**config.mk**
```make
export PLATFORM = sky130hd
export DESIGN_NAME = crack_scheduler
export DESIGN_NICKNAME = d
export VERILOG_FILES = /design/src/rtl/crack_scheduler.sv
export SDC_FILE = /design/constraint.sdc
export NUM_CORES = 1
export LEC_CHECK = 0
export BUFFER_PORTS_ARGS = -buffer_cell sky130_fd_sc_hd__buf_2
export CELL_PAD_IN_SITES_DETAIL_PLACEMENT = 1
export CELL_PAD_IN_SITES_GLOBAL_PLACEMENT = 2
export CORE_UTILIZATION = 33
export CTS_BUF_LIST = sky130_fd_sc_hd__clkbuf_8
export DETAILED_ROUTE_END_ITERATION = 8
export PLACE_DENSITY_LB_ADDON = 0.3
export SLEW_MARGIN = 10
export SYNTH_ARGS = -nofsm -noshare
export SYNTH_HDL_FRONTEND = slang
export SYNTH_SLANG_ARGS = --single-unit
```
**constraint.sdc**
```tcl
create_clock -name clk -period 4 [get_ports clk]
set_clock_uncertainty 0.15 [all_clocks]
set_input_delay 0.8 -clock clk [delete_from_list [all_inputs] [get_ports clk]]
set_output_delay 0.8 -clock clk [all_outputs]
set_load 0.01 [all_outputs]
```
**src/rtl/crack_scheduler.sv**
```systemverilog
// Keyspace scheduler: hands out top-digit slices to a pool of password_cracker
// engines, tracks which engine holds which slice, and stops the pool on the first match.

module crack_slot (
  input  logic       clk,
  input  logic       rst,
  input  logic       clr,
  input  logic       load,
  input  logic [5:0] load_from,
  input  logic       done_q,
  output logic       assigned,
  output logic [5:0] slice_from
);
  // A load beats a clear so the first dispatch can land on the start cycle.
  always_ff @(posedge clk) begin
    if (rst) begin
      assigned   <= 1'b0;
      slice_from <= '0;
    end else if (load) begin
      assigned   <= 1'b1;
      slice_from <= load_from;
    end else if (clr || done_q) begin
      assigned   <= 1'b0;
    end
  end
endmodule

module crack_scheduler #(
  parameter int NUM_ENG   = 4,
  parameter int SLICE     = 4,
  parameter int MAX_DIGIT = 35
) (
  input  logic               clk,
  input  logic               rst,
  input  logic               start,
  input  logic [31:0]        password_to_crack,
  output logic               busy,
  output logic               found,
  output logic               done,
  output logic [5:0]         result_slice,
  output logic [NUM_ENG-1:0] eng_start,
  output logic [5:0]         eng_from,
  output logic [5:0]         eng_to,
  output logic [31:0]        eng_password,
  output logic               eng_abort,
  input  logic [NUM_ENG-1:0] eng_done,
  input  logic [NUM_ENG-1:0] eng_found
);
  localparam logic [6:0] SLICE_M1 = 7'(SLICE - 1);
  localparam logic [6:0] SLICE7   = 7'(SLICE);
  localparam logic [6:0] MAX7     = 7'(MAX_DIGIT);

  typedef enum logic {IDLE, RUN} state_t;

  typedef struct packed {
    logic               vld;
    logic [NUM_ENG-1:0] oh;
    logic [6:0]         from;
    logic [6:0]         to;
  } disp_t;

  state_t                  state, state_d;
  disp_t                   disp;
  logic [6:0]              next_from;
  logic [6:0]              end_raw;
  logic [NUM_ENG-1:0]      assigned, done_q, hit_vec, hit_oh, free_oh;
  logic [NUM_ENG-1:0][5:0] slice_from;
  logic [5:0]              hit_from;
  logic                    hit, still_busy, can_issue, start_acc, exhaust;

  // Completions only count for engines that actually hold a slice.
  assign done_q     = eng_done & assigned;
  assign hit_vec    = (state == RUN) ? (done_q & eng_found) : '0;
  assign hit_oh     = hit_vec & (~hit_vec + NUM_ENG'(1));
  assign free_oh    = ~assigned & (assigned + NUM_ENG'(1));
  assign hit        = |hit_vec;
  assign still_busy = |(assigned & ~done_q);
  assign can_issue  = (next_from <= MAX7);

  always_comb begin
    hit_from = '0;
    for (int i = 0; i < NUM_ENG; i++)
      if (hit_oh[i]) hit_from = slice_from[i];
  end

  genvar g;
  generate
    for (g = 0; g < NUM_ENG; g++) begin : g_slot
      crack_slot u_slot (
        .clk        (clk),
        .rst        (rst),
        .clr        (hit || start_acc),
        .load       (disp.vld && disp.oh[g]),
        .load_from  (disp.from[5:0]),
        .done_q     (done_q[g]),
        .assigned   (assigned[g]),
        .slice_from (slice_from[g])
      );
    end
  endgenerate

  always_comb begin
    state_d   = state;
    disp      = '0;
    start_acc = 1'b0;
    exhaust   = 1'b0;
    case (state)
      IDLE: if (start) begin
        state_d   = RUN;
        start_acc = 1'b1;
        disp.vld  = 1'b1;
        disp.oh   = NUM_ENG'(1);
        disp.from = '0;
      end
      RUN: begin
        if (hit) begin
          state_d = IDLE;
        end else if (!can_issue && !still_busy) begin
          state_d = IDLE;
          exhaust = 1'b1;
        end else if (can_issue && |free_oh) begin
          disp.vld  = 1'b1;
          disp.oh   = free_oh;
          disp.from = next_from;
        end
      end
      default: state_d = IDLE;
    endcase
    end_raw = disp.from + SLICE_M1;
    disp.to = (end_raw > MAX7) ? MAX7 : end_raw;
  end

  always_ff @(posedge clk) begin
    if (rst) begin
      state        <= IDLE;
      next_from    <= '0;
      busy         <= 1'b0;
      found        <= 1'b0;
      done         <= 1'b0;
      result_slice <= '0;
      eng_start    <= '0;
      eng_from     <= '0;
      eng_to       <= '0;
      eng_password <= '0;
      eng_abort    <= 1'b0;
    end else begin
      state     <= state_d;
      eng_start <= '0;
      eng_abort <= 1'b0;
      if (start_acc) begin
        eng_password <= password_to_crack;
        found        <= 1'b0;
        done         <= 1'b0;
        result_slice <= '0;
        busy         <= 1'b1;
      end
      if (disp.vld) begin
        eng_start <= disp.oh;
        eng_from  <= disp.from[5:0];
        eng_to    <= disp.to[5:0];
        next_from <= disp.from + SLICE7;
      end
      if (hit) begin
        found        <= 1'b1;
        done         <= 1'b1;
        result_slice <= hit_from;
        eng_abort    <= 1'b1;
        busy         <= 1'b0;
      end
      if (exhaust) begin
        done <= 1'b1;
        busy <= 1'b0;
      end
    end
  end
endmodule

```
==> results.md <==
- FF+latch area: between 1500 and 2000 um^2
- # diodes: 0
- Seq/Total Area, Yosys: 49.7%
- WS Path Type: reg -> reg
- Hold-fix buffer count after cts: 0
- Final Setup Violations: 0
- GRT Total Usage: around a fifth
- Worst Tran Pin Value: 0.919 ns
- Crit share post-route: 83.7%
- Critical Path RT: about 4.1 ns
- Share of cells above drive strength 1: a little under a quarter
- Post-CTS Resized: 0
- Setup TNS: 0 ns
- Setup Fix Bufs, Post-CTS: 0
- Met1 WL: roughly 5200 um
- CP arrival: roughly 3.5 ns
- Total congestion overflow: 0
- Post-synth ARST share: 0%
- Synthesized cell area: 3700 um^2
- Synthesized Nets: 495
- CTS buffer count: 9
- RSZ-0062 raised after global routing: no
- Primary FF master, synth: dfxtp_1
- Number of flops mapped to enable cells by yosys: 0
- Most numerous cell in the Yosys netlist: nand2_1
- CTS sink count: a little over 90
- Synth area leader: dfxtp_1
- Synth top cells by count: 104 x nand2_1, 92 x dfxtp_1, 64 x a21oi_1
- Height of the chip: roughly 110 um
- First-pass GRT wire length: ~18,000 um
- Slew Viols, Final: 0
- DIE AREA: approximately 12,000 um^2
- Final Worst Setup Slack: 0.650 ns
- Finished Core Util: 41.2%
- Metal3 WL: around 470 um
- Max FO, Critical Path: 20
- Top-area cell type share of the netlist area: around 50%
- Final Hold Viols: 0
- Syn_area_per_cell: between 8 and 9 um^2
- Critical Path Sink Type: flip-flop
- Pleak: ~1.8 nW
- Final GP Congestion: about 0.77
- Slew headroom: 38.3%
- Vias in the first global route: around 3,400
- Min cycle time layout: ~3.3 ns
- Avg WL per Cell: 16.3 um
- DP HPWL: ~7700 um
- Rows: 38
- F_max: around 300 MHz
- PD cells: ~400 nW/um^2
- Uppermost layer routed: met4
- 1st-iter DRT viols: roughly 120
- Root Driver: clkbuf_8
- Via/cell ratio: approximately 5.1
- Worst Hold Class: reg -> reg
- Max_cap viols: 0
- CTS clk-pin slew, worst paths: around 0.090 ns
- Area of the multi-input gates: 1660 um^2
- Core Region: roughly 11,000 um^2
- DRC: 0
- Die X-Extent: ~110 um
- Final Routed Wirelength: roughly 11,000 um
- I/O Pins: around 100
- Mapped Cells: 450
- Outcome: finished, final reports clean
- Post-route ant nets: 0
- Vias: approximately 3,500
- Nets: 575
- Number of port buffers: 100
- Maximum root-to-sink buffer count: 2
- Initial Util: ~34%
- Fillers: between 1,000 and 1,500
- Yosys reg bits: just over 90
- Synth area leaders: dfxtp_1 50%, nand2_1 11%, a21oi_1 8.6%
- Library cells used by synthesis: 48
- Worst vdd ir: roughly 200 uV
- Area Growth Syn to Fin: 21.0%
- Place WS: 0.503 ns
- Worst-Skew Late Latency: ~0.36 ns
- Largest net degree at the start of global routing: 49
- Initial antenna violation count: 0
- H-tree depth: 3
- Met2 wire len: 5130 um
- YS warnings: 0
- Crit path launch type: flip-flop
- Drt pass-1 iters: 4
- CTS tree: built
- Worst hold slack: just over 0.3 ns
==> worst paths after layout <==
kind / startpoint / to / slack (ns) / depth (start not counted)
min reg2reg: eng_password[4] / eng_password[4] / 0.31 / 2
max reg2reg: state / eng_to[0] / 0.65 / 9
max: state / eng_to[0] / 0.65 / 9
min: eng_password[4] / eng_password[4] / 0.31 / 2
==> cells in the final DEF, fill, tap and decap left out, types with 2 or more instances in the layout <==
| cell | instances |
|---|---|
| or3_1 | 7 |
| nand4_1 | 9 |
| a22oi_1 | 2 |
| dfxtp_1 | 92 |
| ha_1 | 2 |
| nor3b_1 | 2 |
| nor4_1 | 2 |
| a31oi_1 | 2 |
| o21ai_0 | 10 |
| o211ai_1 | 2 |
| mux2i_1 | 8 |
| nand3_1 | 21 |
| o21a_1 | 3 |
| inv_1 | 9 |
| nor3_1 | 7 |
| nand2b_1 | 4 |
| nand2_1 | 104 |
| clkbuf_8 | 12 |
| buf_2 | 100 |
| a311oi_1 | 2 |
| a221oi_1 | 6 |
| xnor2_1 | 3 |
| buf_4 | 8 |
| nor2_1 | 24 |
| a21oi_1 | 64 |
| and4_1 | 5 |
| o22ai_1 | 2 |
==> through the flow <==
stage | area [um^2] | total power, mW | std cells
5_1_grt | 4480 | 1.90 | 675
3_5_place_dp | 4270 | 1.18 | 659
3_3_place_gp | 4270 | 1.17 | 659
6_report | 4480 | 1.81 | 675
2_1_floorplan | 3700 | 1.10 | 450
4_1_cts | 4480 | 1.84 | 675
==> sequential cells by signal (all words and copies together), names as in the netlist <==
| register | flops |
|---|---|
| busy | 1 |
| done | 1 |
| eng_abort | 1 |
| eng_from | 6 |
| eng_password | 32 |
| eng_start | 4 |
| eng_to | 6 |
| found | 1 |
| g_slot.u_slot.assigned | 4 |
| g_slot.u_slot.slice_from | 24 |
| next_from | 5 |
| result_slice | 6 |
| state | 1 |
==> power breakdown <==
part | switching (mW) | internal [mW]
combinational | 0.116 | 0.0678
clock | 0.323 | 0.339
sequential | 0.0238 | 0.945
total | 0.462 | 1.35
==> cells by family after synthesis <==
family	share of synthesized area [%]
fa+ha+maj	0.675
mux	2.16
compound gates	15.8
buf+inv	5.50
xor+xnor	0.946
flops	49.7
simple gates	25.2
==> critical path, stage by stage, from the launching register on <==
cell      delay, ns
dfxtp_1        0.56
nand4_1        0.42
nand4_1        0.17
nor2_1         0.55
nand2_1        0.18
ha_1           0.30
nor4b_1        0.16
o21ai_0        0.17
o311ai_0       0.24
a311oi_1       0.36
==> routing by layer <==
| layer | GRT usage (%) | vias up |
|---|---|---|
| met2 | 31.5 | 91 |
| met5 | 0 | - |
| met4 | 9.20 | 0 |
| li1 | - | 1705 |
| met3 | 2.95 | 18 |
| met1 | 25.9 | 1644 |
==> layout make-up <==
cell class	instances	area share (%)
Clock buffer	12	3.68
Timing Repair Buffer	108	12.5
Inverter	8	0.670
Clock inverter	4	1.06
Sequential cell	92	41.1
Multi-Input combinational cell	311	37.1
Tap cell	140	3.91
No activity file was read; power rests on OpenSTA's default activity.
